$ cat src/rtl/sqrt_pkg.sv
// Shared widths, default core latency and the response record type for the
// square-root scheduler slice.
package sqrt_pkg;

    localparam int unsigned SQRT_IN_W  = 32;
    localparam int unsigned SQRT_OUT_W = 24;
    localparam int unsigned ID_W       = 3;
    localparam int unsigned DEF_LAT    = 20;

    // One queued response: core result plus the requester that owns it.
    typedef struct packed {
        logic [SQRT_OUT_W-1:0] data;
        logic [ID_W-1:0]       id;
    } resp_t;

endpackage

$ cat src/rtl/sqrt_resp_fifo.sv
// Synchronous first-word-fall-through response queue.
// Ports:
//   clk, rst_b        clock, asynchronous active-low reset (clears pointers)
//   push, push_data   write request and record
//   pop               remove head (ignored when empty)
//   empty             no entries queued
//   head              record at the head of the queue (valid when !empty)
module sqrt_resp_fifo
    import sqrt_pkg::*;
#(
    parameter int unsigned DEPTH = 32
) (
    input  logic  clk,
    input  logic  rst_b,
    input  logic  push,
    input  resp_t push_data,
    input  logic  pop,
    output logic  empty,
    output resp_t head
);

    localparam int unsigned AW = $clog2(DEPTH);

    // Pointers carry one extra wrap bit; they run modulo 2*DEPTH.
    logic [AW:0] wr_ptr;
    logic [AW:0] rd_ptr;
    resp_t       mem [DEPTH];
    logic        full;
    logic        do_push;
    logic        do_pop;

    assign empty   = (wr_ptr == rd_ptr);
    assign full    = (wr_ptr[AW] != rd_ptr[AW]) && (wr_ptr[AW-1:0] == rd_ptr[AW-1:0]);
    assign do_pop  = pop && !empty;
    // A pop in the same cycle frees the slot, so push is legal even when full.
    assign do_push = push && (!full || do_pop);
    assign head    = mem[rd_ptr[AW-1:0]];

    always_ff @(posedge clk or negedge rst_b) begin
        if (!rst_b) begin
            wr_ptr <= '0;
            rd_ptr <= '0;
        end else begin
            if (do_push) wr_ptr <= wr_ptr + 1'b1;
            if (do_pop)  rd_ptr <= rd_ptr + 1'b1;
        end
    end

    always_ff @(posedge clk) begin
        if (do_push) mem[wr_ptr[AW-1:0]] <= push_data;
    end

endmodule

$ cat src/rtl/sqrt_scheduler.sv
// Round-robin front end for a fixed-latency square-root core.
// Ports:
//   clk, rst_b                    clock, asynchronous active-low reset
//   req_valid/req_data/req_ready  NREQ requesters, 32-bit radicand each
//   core_in_valid/core_in_data    issue to the core (registered)
//   core_out_valid/core_out_data  core result, expected LAT cycles after issue
//   resp_valid/resp_ready         response handshake (FIFO head)
//   resp_data/resp_id             result and owning requester
//   err_sync                      sticky core/tag misalignment flag
module sqrt_scheduler
    import sqrt_pkg::*;
#(
    parameter int unsigned NREQ  = 4,
    parameter int unsigned LAT   = DEF_LAT,
    parameter int unsigned DEPTH = 32
) (
    input  logic                       clk,
    input  logic                       rst_b,
    input  logic [NREQ-1:0]            req_valid,
    input  logic [SQRT_IN_W*NREQ-1:0]  req_data,
    output logic [NREQ-1:0]            req_ready,
    output logic                       core_in_valid,
    output logic [SQRT_IN_W-1:0]       core_in_data,
    input  logic                       core_out_valid,
    input  logic [SQRT_OUT_W-1:0]      core_out_data,
    output logic                       resp_valid,
    input  logic                       resp_ready,
    output logic [SQRT_OUT_W-1:0]      resp_data,
    output logic [ID_W-1:0]            resp_id,
    output logic                       err_sync
);

    localparam int unsigned         CW      = $clog2(DEPTH) + 1;
    localparam logic [CW-1:0]       DEPTH_C = CW'(DEPTH);
    localparam logic [ID_W-1:0]     LAST_ID = ID_W'(NREQ - 1);

    logic [ID_W-1:0]  rr_ptr;      // first index searched this cycle
    logic [ID_W-1:0]  gnt_idx;
    logic             gnt_any;
    logic             grant;
    logic [CW-1:0]    used;        // in-flight + queued results
    logic [ID_W-1:0]  core_in_id;
    logic [LAT-1:0]   tag_v;
    logic [ID_W-1:0]  tag_id [LAT];
    logic             tag_out_v;
    logic             pop;
    logic             fifo_empty;
    resp_t            push_rec;
    resp_t            fifo_head;

    // Round-robin search beginning at rr_ptr.
    always_comb begin
        int unsigned idx;
        gnt_any = 1'b0;
        gnt_idx = '0;
        idx     = 0;
        for (int unsigned k = 0; k < NREQ; k++) begin
            idx = (32'(rr_ptr) + k) % NREQ;
            if (!gnt_any && req_valid[idx]) begin
                gnt_any = 1'b1;
                gnt_idx = ID_W'(idx);
            end
        end
    end

    // Gated by rst_b so req_ready drops in the same cycle reset is asserted.
    assign grant     = gnt_any && (used < DEPTH_C) && rst_b;
    assign req_ready = grant ? (NREQ'(1) << gnt_idx) : '0;

    assign tag_out_v = tag_v[LAT-1];
    assign pop       = resp_valid && resp_ready;

    always_ff @(posedge clk or negedge rst_b) begin
        if (!rst_b) begin
            rr_ptr        <= '0;
            core_in_valid <= 1'b0;
            core_in_data  <= '0;
            core_in_id    <= '0;
            used          <= '0;
            err_sync      <= 1'b0;
        end else begin
            core_in_valid <= grant;
            if (grant) begin
                core_in_data <= req_data[SQRT_IN_W*gnt_idx +: SQRT_IN_W];
                core_in_id   <= gnt_idx;
                rr_ptr       <= (gnt_idx == LAST_ID) ? '0 : gnt_idx + 1'b1;
            end
            unique case ({grant, pop})
                2'b10:   used <= used + 1'b1;
                2'b01:   used <= used - 1'b1;
                default: ;
            endcase
            if (core_out_valid != tag_out_v) err_sync <= 1'b1;
        end
    end

    // Tag line: mirrors the core pipeline, loaded when the core samples its input.
    always_ff @(posedge clk or negedge rst_b) begin
        if (!rst_b) begin
            tag_v <= '0;
            for (int unsigned i = 0; i < LAT; i++) tag_id[i] <= '0;
        end else begin
            tag_v     <= {tag_v[LAT-2:0], core_in_valid};
            tag_id[0] <= core_in_id;
            for (int unsigned i = 1; i < LAT; i++) tag_id[i] <= tag_id[i-1];
        end
    end

    assign push_rec.data = core_out_data;
    assign push_rec.id   = tag_id[LAT-1];

    sqrt_resp_fifo #(.DEPTH(DEPTH)) u_fifo (
        .clk       (clk),
        .rst_b     (rst_b),
        .push      (tag_out_v),
        .push_data (push_rec),
        .pop       (pop),
        .empty     (fifo_empty),
        .head      (fifo_head)
    );

    assign resp_valid = !fifo_empty;
    assign resp_data  = fifo_head.data;
    assign resp_id    = fifo_head.id;

endmodule

$ cat config.mk
export PLATFORM = sky130hd
export DESIGN_NAME = sqrt_scheduler
export DESIGN_NICKNAME = d
export VERILOG_FILES = /design/src/rtl/sqrt_pkg.sv /design/src/rtl/sqrt_resp_fifo.sv /design/src/rtl/sqrt_scheduler.sv
export SDC_FILE = /design/constraint.sdc
export NUM_CORES = 1
export LEC_CHECK = 0
export ABC_AREA = 1
export CAP_MARGIN = 20
export CORE_MARGIN = 8
export CORE_UTILIZATION = 34
export CTS_BUF_LIST = sky130_fd_sc_hd__clkbuf_16
export DETAILED_ROUTE_END_ITERATION = 10
export SLEW_MARGIN = 0
export SYNTH_ARGS = -nofsm -noshare
export SYNTH_HDL_FRONTEND = slang
export SYNTH_SLANG_ARGS = --single-unit
$ cat constraint.sdc
create_clock -name clk -period 5.4 [get_ports clk]
set_input_delay 1.08 -clock clk [delete_from_list [all_inputs] [get_ports clk]]
set_output_delay 1.08 -clock clk [all_outputs]
set_load 0.02 [all_outputs]
Word level (Yosys, flattened, before mapping)
Memory sizes are Yosys's and may differ from the RTL's.
Index checks and enable logic that the tools add are counted.
- $add $sub $neg: 8
- magnitude comparators: 5
- equal/unequal tests: 7
- shift-type cells: 2
- mux-type cells: 21
- reductions and logical operators: 16
- operators with widths (cell ; count):
    $shiftx 128x9->32 ; 1
    $add 6x1->6 const B ; 3
    $lt 2x3->1 const B ; 4
    $pmux 6 s2 ; 1
    $mux 1 ; 10
    $mux 2 ; 5
    $logic_and 1x1->1 ; 9
    $bmux 1 s2 ; 4
    $eq 6x6->1 ; 1
    $lt 6x6->1 const B ; 1
    $sub 6x1->6 const B ; 1
    $eq 5x5->1 ; 1
    $logic_not 1->1 ; 5
    $add 2x1->2 const B ; 2
    $add 2x2->2 const B ; 2
    $mux 4 ; 1
    $shl 1x3->4 const A ; 1
    $eq 3x2->1 const B ; 1
    $eq 2x1->1 const B ; 1
    $eq 2x2->1 const B ; 1
    $ne 1x1->1 ; 2
    $reduce_bool 2->1 ; 1
    $logic_or 1x1->1 ; 1
- flip-flop bits (word level): 137
- memory bits (writable): 864
- input bits: 160
- output and inout port bits: 66
- word-level logic and storage cells: 89
- memories: 1
- memories (memory ; words ; bits a word ; read ports ; clocked after Yosys merged registers in ; write ports ; line ; source):
    u_fifo.mem ; 32 ; 27 ; 1 ; 0 ; 1 ; sqrt_resp_fifo.sv:27 ; resp_t mem [DEPTH];

Longest topological paths before layout
- depth in word-level cells: 16
- depth in mapped cells: 20
- depth with buffers taken out: 18

Hierarchy
From an unflattened synthesis, not the netlist that was laid out.
- cells, all modules: 4168
- area total of the unflattened synthesis: 42477.0 µm²
- by module, submodules not included (module ; times used ; cells an instance ; area an instance (µm²)):
    sqrt_resp_fifo ; 1 ; 3493 ; 37260.7
    sqrt_scheduler ; 1 ; 675 ; 5216.3

Least setup slack after synthesis
Ideal clock, no wire load.
- path kind: input -> register
- start point: input port resp_ready
- end point: memory u_fifo.mem[31][0] (netlist bit) (enable)
- library setup time: 0.447 ns
- data arrival time: 3.231 ns
- setup slack: 1.722 ns
- cell stages on the path: 4
- buffers on the path: 0
- cell sequence: nor2_1 nand2_1 nand2_1 nor3b_1
- longest elaborated chain between the ends: 6
- RTL lines (what ; line ; source):
    start, declared ; sqrt_scheduler.sv:27 ; input logic resp_ready,
    $logic_and 1x1->1 ; sqrt_scheduler.sv:71 ; assign pop = resp_valid && resp_ready;
    $logic_and 1x1->1 ; sqrt_resp_fifo.sv:34 ; assign do_pop = pop && !empty;
    $logic_or 1x1->1 ; sqrt_resp_fifo.sv:36 ; assign do_push = push && (!full || do_pop);
    $logic_and 1x1->1 ; sqrt_resp_fifo.sv:36 ;
    $mux 1 ; sqrt_resp_fifo.sv:50 ; if (do_push) mem[wr_ptr[AW-1:0]] <= push_data;
    $mux 1 (implied by the code) ; sqrt_resp_fifo.sv:50 ;
    end, declared ; sqrt_resp_fifo.sv:27 ;
Every way passes these cells.

Worst setup path in the final report
- start point: register u_fifo.rd_ptr[0]
- end point: output port resp_data[21]
- longest elaborated chain between the ends: 1
- RTL lines (what ; line ; source):
    start, declared ; sqrt_resp_fifo.sv:26 ; logic [AW:0] rd_ptr;
    start signal, assigned ; sqrt_resp_fifo.sv:45 ; if (do_pop) rd_ptr <= rd_ptr + 1'b1;
    $mem_v2 32x27 ; n/a ;
    end, declared ; sqrt_scheduler.sv:28 ; output logic [SQRT_OUT_W-1:0] resp_data,
Every way passes these cells.

==> results by group <==
GRT
  – Pin count of the biggest net entering global routing: 212
  – Global-route wire length before repair: 163000 microns
  – GR Util All Layers: 0.173
  – Antenna violations before repair: 2
  – Vias in the first global route: 25.0k
  – Total gr overflow: 0

Die
  – Rows: 123
  – Die W: 351 microns
  – Die Area: 123000 sq um
  – Die Span Y: 351 microns
  – Core Box Area: about 110000 sq um
  – I/O pin cnt: 226
  – Initial Utilization: 0.341

Routing
  – DRT iter0 DRCs: 2345
  – ANT nets after route: 0
  – Met2 wire len: 50900 microns
  – DRT met1 WL: between 40000 and 50000 microns
  – DRT Pass-1 Iters: 5
  – DR top layer: met4
  – Average wire per standard cell: between 20 and 25 microns
  – WL met3: 9130 microns
  – Remaining routing DRC violations: 0
  – Vias per cell: around 5.2
  – Routed WL: 110000 microns
  – Vias: 25.7k

Synthesis
  – Post-synth EDFFs: around 830
  – Syn_area_per_cell: 12.3 sq um
  – Predominant post-synthesis flop cell: edfxtp_1
  – Most numerous cell in the Yosys netlist: edfxtp_1
  – Syn nets: around 3.3k
  – Synth area leaders: edfxtp_1 65%, dfrtp_1 7.6%, o21ai_0 6.3%, nor2_1 5.2%, o221ai_1 3.3%
  – Most instantiated cells after synthesis: 832 x edfxtp_1, 528 x nor2_1, 481 x o21ai_0
  – Mapped Cells: 3104
  – Seq/Total Area, Yosys: 0.730
  – Top cell type's share of synthesized area: 0.654
  – Ys Warns: 0
  – Async set-or-reset flop fraction in the synthesized netlist: 0.122
  – Post-Synthesis Cell Area: 38200 sq um
  – Largest area contributor in the netlist: edfxtp_1
  – Seq cells post-synth: 948
  – Distinct cell type count of the synthesized netlist: 33

Critical path
  – CP max FO: 57
  – WP data required: 4320 ps
  – CP Class: reg -> out
  – CP Launch Type: flop
  – Worst path arrival time: a little under 4000 ps
  – CP Capture Type: output port

Clock tree
  – Clk Latency, worst-skew pair: 690 ps
  – # clock sinks: 948
  – H-tree depth: 3
  – Number of CTS-inserted buffers: 97
  – Hold buffer count at CTS: 0
  – CTS max path bufs: 3
  – CTS tree: built
  – Clk slew on worst S/H paths: about 60 ps
  – Post-CTS Setup Inserts: 0
  – Root Driver: clkbuf_16
  – Post-CTS sizing: 0

Min path
  – Min-delay worst type: reg -> reg

Layout
  – Share of cells above drive strength 1: 0.0851
  – Final Util: 0.412
  – Finished Cell Area: 46100 sq um
  – Area grow syn2layout: 20.7%
  – Nets: 3485

Pwr
  – Power Density: 540 nW/um^2
  – Power, Total: 0.0249 W
  – Leak: 16.0 nW
  – Worst IR drop on VDD: 0.344 mV

Place
  – Setup WS pre-CTS: 833 ps
  – IO buf count: 224
  – GPL Wtd Cong: 0.862
  – Placed cell areas: 42800 sq um
  – Detailed placer's ending HPWL: 62500 microns

STA
  – Setup WS post-layout: 413 ps
  – Fmax: 0.201 GHz
  – Slew Limit Fails: 0
  – Post-route minimum period: 4990 ps
  – Fin. Hold Viols: 0
  – Fin Clk Skew: 49.7 ps
  – Slew headroom: 0.286
  – Final period util: 0.924
  – Worst Tran Pin Value: 1070 ps
  – Setup TNS: 0 ps
  – RSZ-0062 raised after global routing: no
  – Setup Viol. Count Final: 0

Status
  – Run status: finished, final reports clean

Job
  – Total of max-cap violations: 0
==> per-layer routing <==
layer,track usage,vias up
met5,0,-
met4,0.0527,0
met3,0.0411,185
met2,0.279,1042
met1,0.232,12700
li1,-,11700
==> cells by family after synthesis <==
| kind of cell | share of synthesized area |
|---|---|
| AOI/OAI and AO/OA | 0.115 |
| other | 0.0000981 |
| adders and majority gates | 0.00393 |
| and+or+nand+nor | 0.112 |
| DFF | 0.730 |
| buffers and inverters | 0.0368 |
| xor gates and xnor gates | 0.00298 |
==> report_power, final <==
group	internal, W	leakage, nW	switching [W]	total [W]
combinational	0.00303	5.46	0.00636	0.00940
clock	0.00358	1.58	0.00283	0.00641
sequential	0.00864	8.91	0.000483	0.00912
==> final cells by class <==
cell class                 instances  area [sq um]
tap                             1500          1880
multi-input combinational       1808          9170
clock inverter                    82           581
clock buffer                      99          2480
antenna                            2          5.00
fill                           10600         65900
inverter                         134           519
timing repair buffer             324          3610
sequential                       948         27900
==> state kept, by name, indices dropped and copies added (netlist names), 6 cells and up <==
signal	cells
tag_id	38
used	6
u_fifo.rd_ptr	6
tag_v	20
u_fifo.wr_ptr	6
u_fifo.mem	832
core_in_data	32
==> worst max-delay path: stages (launching register included) <==
cell and delay (ps):
dfrtp_4 770, inv_8 400, buf_4 530, o21ai_0 180, o221ai_1 180, nand3_1 110
nand2_1 110, nor2_1 70, a21oi_1 230, clkdlybuf4s50_1 650
==> through the flow <==
stage / hold slack, ps / instances
after floorplan: 331 / 3104
after global placement: 331 / 4703
after detailed placement: 335 / 4703
after CTS: 337 / 4884
after global routing: 342 / 4895
final: 324 / 4897
==> final timing paths <==
| kind | start | endpoint | slack (ps) | depth (start not counted) |
|---|---|---|---|---|
| min reg2reg | tag_v[18]$_DFF_PN0_ | tag_v[19]$_DFF_PN0_ | 320 | 0 |
| min | tag_v[18]$_DFF_PN0_ | tag_v[19]$_DFF_PN0_ | 320 | 0 |
| max | u_fifo.rd_ptr[0]$_DFFE_PN0P_ | resp_data[21] | 410 | 9 |
| max reg2reg | u_fifo.rd_ptr[0]$_DFFE_PN0P_ | used[4]$_DFFE_PN0P_ | 1110 | 16 |
| min in group asynchronous | rst_b | core_in_data[0]$_DFFE_PN0P_ | 570 | 2 |
| max in group asynchronous | rst_b | core_in_data[14]$_DFFE_PN0P_ | 3480 | 3 |
==> cells in the final DEF, fill, tap and decap left out, types with 25 or more instances in the layout <==
cell / count
a21oi_1: 25
buf_12: 33
buf_4: 59
clkbuf_16: 103
clkdlybuf4s50_1: 221
clkinv_1: 26
dfrtp_1: 111
edfxtp_1: 832
inv_1: 151
nand2_1: 298
nand3_1: 163
nand3b_1: 33
nor2_1: 497
nor2_4: 32
o21ai_0: 481
o221ai_1: 146
o22ai_1: 63
(Power assumes the default switching activity.)
